`src/rtl/pc_unit.sv`:
```
// pc_unit: program-counter unit for the MIPS fetch stage.
// Provides a one-cycle BOOT state after reset so the first fetch address is
// RESET_VEC, then sequential / branch / jump updates with stall and a sticky
// halt. PC_NEXT_SEQ is PC+INC for the decode/link path.
// Optional return-address stack: define PC_RAS_EN to enable CALL/RET support
// with a RAS_DEPTH-entry circular LIFO; otherwise CALL/RET are ignored and
// RAS_ERR is tied low.
//
// Control handshake: there is no valid/ready pair on the control side. All
// control inputs are sampled on the rising edge of CLK while the unit is in
// RUN; the resulting PC is visible after that edge. PC_VALID qualifies PC as
// a fetch address (high only in RUN). There is no combinational path from any
// control input to PC.
module pc_unit #(
    parameter int          ADDR_W    = 8,
    parameter int unsigned INC       = 4,
    parameter logic [31:0] RESET_VEC = 32'd0,
    parameter int          RAS_DEPTH = 4
) (
    input  logic              CLK,
    input  logic              RST_N,
    input  logic              STALL,
    input  logic              HALT,
    input  logic              BRANCH_TAKEN,
    input  logic [ADDR_W-1:0] BRANCH_TARGET,
    input  logic              JUMP,
    input  logic [ADDR_W-1:0] JUMP_TARGET,
    input  logic              CALL,
    input  logic              RET,
    output logic [ADDR_W-1:0] PC,
    output logic [ADDR_W-1:0] PC_NEXT_SEQ,
    output logic              PC_VALID,
    output logic              MISALIGN,
    output logic              RAS_ERR,
    output logic [1:0]        dbg_state
);

    // Controller states; encoding is exported on dbg_state.
    typedef enum logic [1:0] {
        ST_BOOT   = 2'd0,
        ST_RUN    = 2'd1,
        ST_HALTED = 2'd2
    } state_t;

    // Increment and the mask of address bits that must be zero in a target.
    localparam logic [ADDR_W-1:0] INC_V    = ADDR_W'(INC);
    localparam logic [ADDR_W-1:0] LOW_MASK = ADDR_W'(INC - 1);
    localparam logic [ADDR_W-1:0] BOOT_PC  = ADDR_W'(RESET_VEC);

    state_t            state_q, state_d;
    logic [ADDR_W-1:0] pc_q, pc_d;
    logic              misalign_q, misalign_d;
    logic [ADDR_W-1:0] seq_pc;

    // Targets are loaded with their low bits cleared; a nonzero low part
    // is reported through the sticky MISALIGN flag.
    logic [ADDR_W-1:0] jump_pc;
    logic [ADDR_W-1:0] branch_pc;
    logic              jump_mis;
    logic              branch_mis;

    assign seq_pc     = pc_q + INC_V;
    assign jump_pc    = JUMP_TARGET & ~LOW_MASK;
    assign branch_pc  = BRANCH_TARGET & ~LOW_MASK;
    assign jump_mis   = |(JUMP_TARGET & LOW_MASK);
    assign branch_mis = |(BRANCH_TARGET & LOW_MASK);

`ifdef PC_RAS_EN
    // Return-address stack. sp_q points at the next free slot and wraps, so
    // a push when full overwrites the oldest entry. cnt_q counts outstanding
    // calls (saturating at 2*RAS_DEPTH-1): after an overflow, returns keep
    // unwinding the circular buffer, so the extra return reads the entry
    // that wrapped. A return with cnt_q==0 is an underflow.
    localparam int PTR_W = (RAS_DEPTH > 1) ? $clog2(RAS_DEPTH) : 1;
    localparam int CNT_W = PTR_W + 1;
    localparam logic [CNT_W-1:0] CNT_MAX = '1;
    localparam logic [CNT_W-1:0] DEPTH_C = CNT_W'(RAS_DEPTH);

    logic [ADDR_W-1:0] ras_q [RAS_DEPTH];
    logic [PTR_W-1:0]  sp_q, sp_d;
    logic [PTR_W-1:0]  top_idx;
    logic [CNT_W-1:0]  cnt_q, cnt_d;
    logic              ras_err_q, ras_err_d;
    logic              push_en;

    assign top_idx = sp_q - 1'b1;
`else
    // Without the stack, CALL, RET and RAS_DEPTH have no effect.
    logic unused_ras;
    assign unused_ras = &{1'b0, CALL, RET, 1'(RAS_DEPTH & 1)};
`endif

    // Next-state, next-PC and flag computation in priority order.
    always_comb begin
        state_d    = state_q;
        pc_d       = pc_q;
        misalign_d = misalign_q;
`ifdef PC_RAS_EN
        sp_d       = sp_q;
        cnt_d      = cnt_q;
        ras_err_d  = ras_err_q;
        push_en    = 1'b0;
`endif
        case (state_q)
            ST_BOOT: begin
                // PC stays at the reset vector; controls are ignored.
                state_d = ST_RUN;
            end
            ST_RUN: begin
                if (HALT) begin
                    state_d = ST_HALTED;
                end else if (STALL) begin
                    pc_d = pc_q;
`ifdef PC_RAS_EN
                end else if (RET) begin
                    if (cnt_q == '0) begin
                        pc_d      = seq_pc;
                        ras_err_d = 1'b1;
                    end else begin
                        pc_d  = ras_q[top_idx];
                        sp_d  = top_idx;
                        cnt_d = cnt_q - 1'b1;
                    end
`endif
                end else if (JUMP) begin
                    pc_d = jump_pc;
                    if (jump_mis) begin
                        misalign_d = 1'b1;
                    end
`ifdef PC_RAS_EN
                    if (CALL) begin
                        push_en = 1'b1;
                        sp_d    = sp_q + 1'b1;
                        if (cnt_q >= DEPTH_C) begin
                            ras_err_d = 1'b1;
                        end
                        if (cnt_q != CNT_MAX) begin
                            cnt_d = cnt_q + 1'b1;
                        end
                    end
`endif
                end else if (BRANCH_TAKEN) begin
                    pc_d = branch_pc;
                    if (branch_mis) begin
                        misalign_d = 1'b1;
                    end
                end else begin
                    // Sequential fetch; wraps modulo 2^ADDR_W silently.
                    pc_d = seq_pc;
                end
            end
            ST_HALTED: begin
                // Frozen until reset.
                state_d = ST_HALTED;
            end
            default: begin
                state_d = ST_BOOT;
                pc_d    = BOOT_PC;
            end
        endcase
    end

    // Controller state, PC and sticky misalignment flag.
    always_ff @(posedge CLK or negedge RST_N) begin
        if (!RST_N) begin
            state_q    <= ST_BOOT;
            pc_q       <= BOOT_PC;
            misalign_q <= 1'b0;
        end else begin
            state_q    <= state_d;
            pc_q       <= pc_d;
            misalign_q <= misalign_d;
        end
    end

`ifdef PC_RAS_EN
    // Stack pointer, outstanding-call count and sticky error flag.
    always_ff @(posedge CLK or negedge RST_N) begin
        if (!RST_N) begin
            sp_q      <= '0;
            cnt_q     <= '0;
            ras_err_q <= 1'b0;
        end else begin
            sp_q      <= sp_d;
            cnt_q     <= cnt_d;
            ras_err_q <= ras_err_d;
        end
    end

    // Stack storage; contents are don't-care after reset.
    always_ff @(posedge CLK) begin
        if (push_en) begin
            ras_q[sp_q] <= seq_pc;
        end
    end

    assign RAS_ERR = ras_err_q;
`else
    assign RAS_ERR = 1'b0;
`endif

    assign PC          = pc_q;
    assign PC_NEXT_SEQ = seq_pc;
    assign PC_VALID    = (state_q == ST_RUN);
    assign MISALIGN    = misalign_q;
    assign dbg_state   = state_q;

endmodule
```
`config.mk`:
```
export PLATFORM = sky130hd
export DESIGN_NAME = pc_unit
export DESIGN_NICKNAME = d
export VERILOG_FILES = /design/src/rtl/pc_unit.sv
export SDC_FILE = /design/constraint.sdc
export NUM_CORES = 1
export LEC_CHECK = 0
export CAP_MARGIN = 20
export CORE_ASPECT_RATIO = 0.8
export CORE_MARGIN = 5
export CORE_UTILIZATION = 36
export CTS_CLUSTER_DIAMETER = 200
export DETAILED_ROUTE_END_ITERATION = 8
export GPL_TIMING_DRIVEN = 0
export HOLD_SLACK_MARGIN = 0.12
export PLACE_DENSITY_LB_ADDON = 0.2
export SETUP_SLACK_MARGIN = 0.2
export SYNTH_ARGS = -nofsm -noshare
export SYNTH_HDL_FRONTEND = slang
export SYNTH_SLANG_ARGS = --single-unit
```
`constraint.sdc`:
```
create_clock -name CLK -period 1.9 [get_ports CLK]
set_input_delay 0.285 -clock CLK [delete_from_list [all_inputs] [get_ports CLK]]
set_output_delay 0.285 -clock CLK [all_outputs]
set_load 0.02 [all_outputs]
```
# [Word level (Yosys, flattened, before mapping)]
# Index checks and enable logic that the tools add are counted.
[word_totals] ramBits=0 ff_bits=11 mem_count=0 output_inout_bits=21 mem_bits_ro=0 latch_bits=0
[op_classes] n_addsub=1 order_cmp=0 bitwise=3 n_mux=11 n_eq_ne=6 div=0 mul=0 shift=0 reduce_logical=8
[ops] cell="8-bit two-way mux" count=4
[ops] cell="8-bit case mux with 2 select lines" count=1
[ops] cell="8-bit by 3-bit adder with 8-bit output, second input constant" count=1
[ops] cell="2-bit inequality test, second input constant" count=3
[ops] cell="2-bit case mux with 3 select lines" count=1
[ops] cell="6-bit AND reduction" count=1
[ops] cell="2-bit OR reduction" count=3
[ops] cell="1-bit two-way mux" count=4
[ops] cell="2-bit nonzero test" count=2
[ops] cell="1-bit NOT" count=3
[ops] cell="3-bit AND reduction" count=1
[ops] cell="2-bit by 1-bit equality test with 1-bit output, second input constant" count=1
[ops] cell="2-bit equality test, second input constant" count=1
[ops] cell="2-bit logical NOT" count=1
[ops] cell="2-bit two-way mux" count=1
[ops] cell="2-bit by 1-bit inequality test with 1-bit output, second input constant" count=1

# [Depth between registers and ports, before layout]
# Gate-level depths: netlist (run 1).
[depth] word_depth=6 ltp_mapped=6 ltp_nobuf=6

# [Least setup slack after synthesis (run 1)]
# OpenSTA, ideal clock, no wires.
[synth_path] path_type="register to register" start="register pc_q[2] (netlist: PC[2])" end="register pc_q[4] (netlist: PC[4])" setup_slack_ns=0.233 t_required_ns=1.832 path_stages_with_launch=6 arrival_time_ns=1.600 setup_time_ns=0.068 path_buffers=0 cell_sequence="dfrtp_1 > ha_1 > xor2_1 > mux2i_1 > o21ai_1 > a32o_1"
[synth_between] elab_chain_len=6
[synth_lines] element="from (decl)" line_no="51" text="logic [ADDR_W-1:0] pc_q, pc_d;"
[synth_lines] element="from (signal assigned)" line_no="171" text="pc_q <= pc_d;"
[synth_lines] element="8-bit by 3-bit adder with 8-bit output" line_no="62" text="assign seq_pc = pc_q + INC_V;"
[synth_lines] element="named net PC_NEXT_SEQ[4]" line_no="31" text="output logic [ADDR_W-1:0] PC_NEXT_SEQ,"
[synth_lines] element="8-bit two-way mux" line_no="142" text="end else if (BRANCH_TAKEN) begin"
[synth_lines] element="8-bit two-way mux" line_no="125" text="end else if (JUMP) begin"
[synth_lines] element="8-bit two-way mux" line_no="112" text="end else if (STALL) begin"
[synth_lines] element="8-bit two-way mux" line_no="110" text="if (HALT) begin"
[synth_lines] element="8-bit case mux with 2 select lines" line_no="104" text="case (state_q)"
# The timed path passes the listed nets, and every way through them passes these cells. The select of a mux whose other input is x is not followed.
# A chain may end at the register's enable or synchronous reset.

# [Final worst setup path (run 1)]
[layout_path] start="register pc_q[2] (netlist: PC[2])" end="output PC_NEXT_SEQ[6]"
[layout_between] elab_chain_len=1
[layout_lines] element="8-bit by 3-bit adder with 8-bit output" line_no="62"
[layout_lines] element="to (decl)" line_no="31"
# No other way between the ends.

==> results.cfg, run 1 <==
[status]
status = finished clean

[worst_setup_path]
timing.rr.end = PC[7]
crit_arrival_ns = 1.38
slowest_stage = dfrtp_2
cp_top_family = flip-flops
reg2regPathDepth = 6
required_ns = 1.62
critPathMaxFanout = 7
critical_path_class = flop to output pin
crit_buf_inv = 1
slowest_delay_ns = 0.46
r2r_start = dbg_state[0]
crit_path_cell_trace = ha_1 -> nand3_2 -> xnor2_2 -> clkbuf_2
start_kind = flop
crit_path_end_kind = output pin
reg2reg_slack_ns = 0.39

[grt]
grt_pass1_vias = 683
grt_pass1_wl_um = 3150
grt_max_degree = 11
antenna_found_initial = 0
overflow = 0
track_usage_pct = 13.6

[drt]
drc = 0
vias = 722
drtAntennaViolNets = 0
drt_iter0_drc = 13
drt_wl_total_um = 1920
avgViaCountPerCell = 4.81
drt_pre_antenna_iters = 4
wl_per_cell_um = 12.8

[cts]
numCtsBuffers = 3
cts_max_path_buffers = 2
cts_max_level = 1
clk_latency_ns = 0.26
cts_root_buf = clkbuf_4
path_clk_slew_ns = 0.07
cts.sinks = 9
cts_tree = done

[die]
placement_rows = 14
start_util_pct = 38.0
coreArea_um2 = 1890
chipHeight_um = 50.0
ios = 45
die_w_um = 60.0
dieArea_um2 = 3000

[pwr]
powerDensity_nw_per_um2 = 1070
ir_drop_mv = 0.548
p_leak_nw = 0.548

[place]
numPortBuffers = 37
routabilityCongestion = 0.727
hpwlAfterDp_um = 1580
place_ws_ns = 0.0237

[layout]
final_cell_mix = clkdlybuf4s50_1, nand2_1, o21ai_0
layout.nets = 156
final_common_cell = clkdlybuf4s50_1
n_antenna_cell = 0
syn_to_final_growth_pct = 64.0
drive_above_1_share_pct = 23.8
final_util_pct = 62.4

[sta]
skew_ns = 0.00351
grt_setup_unrepaired = true
hold_violations = 0
period_minus_slack_ns = 1.66
final_max_slew_viol_count = 0
fin_ws_ns = 0.237
final-setup-viol-count = 0
period_share_pct = 87.5
timing.fmax_mhz = 601
setup_tns_ns = 0

[synth]
yosysUniqueCellTypes = 28
ys_seq_elements = 9
synth_cells = 80
syn_area_per_cell_um2 = 8.99
synthArstFlopShare_pct = 100
seq_area_frac_synth_pct = 31.3
synthesis.area_um2 = 719
synth_edf_count = 0
synth-main-ff-cell = dfrtp_1
yosysWarningCount = 0

[job]
cap_violations = 0

[worst_hold_path]
min-delay-path-class = primary input to asynchronous set/reset pin
power by group:
part	switching, mW	total, mW	internal [mW]
Clock	0.0725	0.154	0.0811
Combinational	0.414	0.771	0.357
Sequential	0.0774	0.337	0.260
cell usage after synthesis (2+ instances only):
master,instances,area share (%)
buf_2,2,1.4
buf_4,5,5.2
dfrtp_1,9,31
ha_1,5,8.7
inv_1,4,2.1
mux2i_1,2,2.8
nand2_1,11,5.7
nand3_2,3,4.2
nor2_1,3,1.6
nor2b_1,2,1.7
nor3_1,2,1.4
nor3b_1,2,2.1
o21ai_0,8,5.6
o21ai_1,6,4.2
o41ai_2,2,4.5
xnor2_2,2,4.5
cell families after synthesis:
logic type      after synthesis  share of synthesized area, %
simple gates                 26                          20.2
other cells                   1                         0.521
fa+ha+maj                     5                          8.70
flops                         9                          31.3
mux                           2                          2.78
buf+inv                      11                          8.70
compound gates               22                          20.9
xor+xnor                      4                          6.96
stage by stage:
stage          total power [mW]  cells  area, um2  hold WS (ns)
2_1_floorplan             0.772     84        734       -0.0106
3_3_place_gp               1.10    145       1130         0.439
3_5_place_dp               1.11    145       1130         0.463
4_1_cts                    1.24    150       1160         0.340
5_1_grt                    1.36    150       1180         0.356
6_report                   1.26    150       1180         0.330
worst max path at each step:
| stage | startpoint | end | slack, ns | cells after the start |
|---|---|---|---|---|
| CTS | PC[3] | PC_NEXT_SEQ[6] | 0.06 | 4 |
| global route | PC[2] | PC_NEXT_SEQ[6] | 0.16 | 4 |
| finish | PC[2] | PC_NEXT_SEQ[6] | 0.24 | 4 |
| floorplan | PC[2] | PC[4] | 0.23 | 5 |
| detailed placement | PC[2] | PC_NEXT_SEQ[6] | 0.02 | 4 |
| global placement | PC[2] | PC_NEXT_SEQ[6] | 0.05 | 4 |
layout make-up:
| type | instances | area, um2 |
|---|---|---|
| Buffer | 7 | 47.5 |
| Inverter | 4 | 15.0 |
| Timing Repair Buffer | 38 | 370 |
| Tap cell | 24 | 30.0 |
| Fill cell | 178 | 712 |
| Sequential cell | 9 | 230 |
| Clock buffer | 4 | 26.3 |
| Multi-Input combinational cell | 64 | 460 |
layer usage:
metal / GRT usage [%] / vias up / share of wire [%]
met1: 18.8 / 322 / 45
met4: 4.43 / 0 / 0.73
li1: - / 366 / -
met3: 3.66 / 2 / 9.4
met5: 0 / - / 0
met2: 20.1 / 32 / 45
sequential cells by signal, indices dropped and copies added, names as in the netlist:
signal     flops
dbg_state      2
MISALIGN       1
PC             6
repair_timing:
action,in CTS,in global routing
hold buffers,0,0
setup buffers,1,0
resized for setup,17,11
pin swaps,0,2
hold endpoints to repair,0,0
setup endpoints to repair,7,10
Note: power is estimated with default switching activity, not from simulation.
==> run 2: changes to the inputs <==
--- a/config.mk
+++ b/config.mk
@@ -5,10 +5,11 @@
 export SDC_FILE = /design/constraint.sdc
 export NUM_CORES = 1
 export LEC_CHECK = 0
+export ABC_AREA = 1
 export CAP_MARGIN = 20
 export CORE_ASPECT_RATIO = 0.8
 export CORE_MARGIN = 5
-export CORE_UTILIZATION = 36
+export CORE_UTILIZATION = 37
 export CTS_CLUSTER_DIAMETER = 200
 export DETAILED_ROUTE_END_ITERATION = 8
 export GPL_TIMING_DRIVEN = 0
==> results.cfg, run 2 <==
[sta]
grt_setup_unrepaired = true
period_minus_slack_ns = 1.62
fin_hold_ws_ns = 0.306
hold_violations = 0
setup_tns_ns = 0
skew_ns = 0.0102
period_share_pct = 85.2
timing.fmax_mhz = 618
final-setup-viol-count = 0
final_max_slew_viol_count = 0

[die]
start_util_pct = 39.4
die_w_um = 60.4
dieArea_um2 = 3040
placement_rows = 14
coreArea_um2 = 1910
ios = 45
chipHeight_um = 50.4

[grt]
grt_max_degree = 10
overflow = 0
grt_pass1_vias = 773
track_usage_pct = 14.4
antenna_found_initial = 0
grt_pass1_wl_um = 3280

[pwr]
p_leak_nw = 0.596
p_sw_mw = 0.464
ir_drop_mv = 0.832
powerDensity_nw_per_um2 = 893
swShare_pct = 44.0
combPwrFrac_pct = 57.0
clkPwrFrac_pct = 14.8
power_frac_seq_pct = 28.2
intPower_mw = 0.592

[drt]
wl_per_cell_um = 11.4
drtAntennaViolNets = 0
drt_pre_antenna_iters = 4
drt_iter0_drc = 23
vias = 801
drt_wl_total_um = 2020
avgViaCountPerCell = 4.53
drc = 0

[synth]
syn_area_per_cell_um2 = 7.04
ys_seq_elements = 9
synth_cells = 107
synth_edf_count = 0
synth-main-ff-cell = dfrtp_1
synth.most_common_cell = nand2_1
synth.top_cells.by_count = nand2_1, inv_1, dfrtp_1
synth_area_leaders = dfrtp_1, nand2_1, ha_1
yosysTopAreaCell = dfrtp_1
synthesis.area_um2 = 753
yosysTopAreaCellShare_pct = 29.9
yosysUniqueCellTypes = 24
yosysWarningCount = 0
synthArstFlopShare_pct = 100
seq_area_frac_synth_pct = 29.9

[layout]
final_common_cell = nand2_1
multiInputGateArea_um2 = 447
n_antenna_cell = 0
nFillCells = 177
layout.nets = 183
largest_register_ffs = 6
syn_to_final_growth_pct = 57.0
drive_above_1_share_pct = 19.0
final_cell_mix = nand2_1, clkdlybuf4s50_1, inv_1
regArea_um2 = 229

[cts]
cts_root_buf = clkbuf_4
postCtsHoldBufs = 0
path_clk_slew_ns = 0.07
cts_max_path_buffers = 2
cts_tree = done
clk_latency_ns = 0.27
numCtsBuffers = 3
cts.sinks = 9
cts_max_level = 1

[place]
numPortBuffers = 36
hpwlAfterDp_um = 1670
routabilityCongestion = 0.845

[worst_hold_path]
min-delay-path-class = primary input to asynchronous set/reset pin

[status]
status = finished clean

[job]
cap_violations = 0

[worst_setup_path]
critPathMaxFanout = 6
crit_path_end_kind = output pin
crit_arrival_ns = 1.33
start_kind = flop
critical_path_class = flop to output pin
required_ns = 1.62
run 2: path summary, 6_finish.rpt:
| check | start | to | slack (ns) | cells past startpoint |
|---|---|---|---|---|
| min reg2reg | MISALIGN | MISALIGN | 0.49 | 1 |
| max reg2reg | dbg_state[1] | PC[2] | 0.50 | 6 |
| min in group CLK | JUMP | PC[5] | 0.42 | 5 |
| max in group asynchronous | RST_N | PC[5] | 1.27 | 1 |
| min | RST_N | dbg_state[1] | 0.31 | 1 |
| max | PC[2] | PC_NEXT_SEQ[6] | 0.28 | 5 |
run 2: layout make-up:
| type | count | area share [%] |
|---|---|---|
| Inverter | 13 | 4.13 |
| Clock buffer | 4 | 2.22 |
| Timing Repair Buffer | 38 | 29.4 |
| Buffer | 7 | 4.55 |
| Sequential cell | 9 | 19.4 |
| Tap cell | 24 | 2.54 |
| Multi-Input combinational cell | 82 | 37.8 |
run 2: metrics by stage:
stage                     area [um2]  worst slack (ns)  instances  utilization, %  power (mW)
after global routing            1180             0.179        177            61.9        1.14
after detailed placement        1160            0.0257        171            60.7       0.920
after global placement          1160            0.0547        171            60.7       0.909
after floorplan                  768             0.417        111               -       0.654
final                           1180             0.281        177            61.9        1.06
after CTS                       1180            0.0246        175            61.8        1.06
run 2: what timing repair did:
item                                   CTS  global route
setup endpoints to repair                8             8
buffers inserted                         0             2
resized for setup                       14            10
gates cloned                             0             0
pin swaps                                0             0
endpoints found under the hold margin    0             0
run 2: logic make-up (layout without fill, tap and decap cells):
family / Yosys count / after routing / synth area share (%)
AND/OR/NAND/NOR: 56 / 56 / 33.1
buffers and inverters: 20 / 62 / 13.1
AO/OA/AOI/OAI: 14 / 14 / 11.6
flip-flops: 9 / 9 / 29.9
adder cells (fa/ha/maj): 5 / 5 / 8.31
other: 1 / 5 / 0.498
XOR/XNOR: 1 / 1 / 2.16
multiplexers: 1 / 1 / 1.33
run 2: worst max-delay path, stage by stage (launching register included):
cell and delay (ns):
dfrtp_2 0.46, ha_2 0.23, nand3_1 0.07, nand2_1 0.07
nand2_1 0.07, clkbuf_2 0.16
run 2: per-layer routing:
layer / GRT usage, % / wire length, um
met2: 23.4 / 961
met1: 17.5 / 866
met4: 3.61 / 0
met5: 0 / 0
met3: 6.41 / 195
run 2: power by group through the flow:
stage | registers [mW] | logic, mW | clock network [mW]
3_3_place_gp | 0.296 | 0.613 | 0
2_1_floorplan | 0.351 | 0.303 | 0
3_5_place_dp | 0.298 | 0.622 | 0
6_report | 0.298 | 0.602 | 0.157
5_1_grt | 0.308 | 0.660 | 0.177
4_1_cts | 0.298 | 0.602 | 0.159
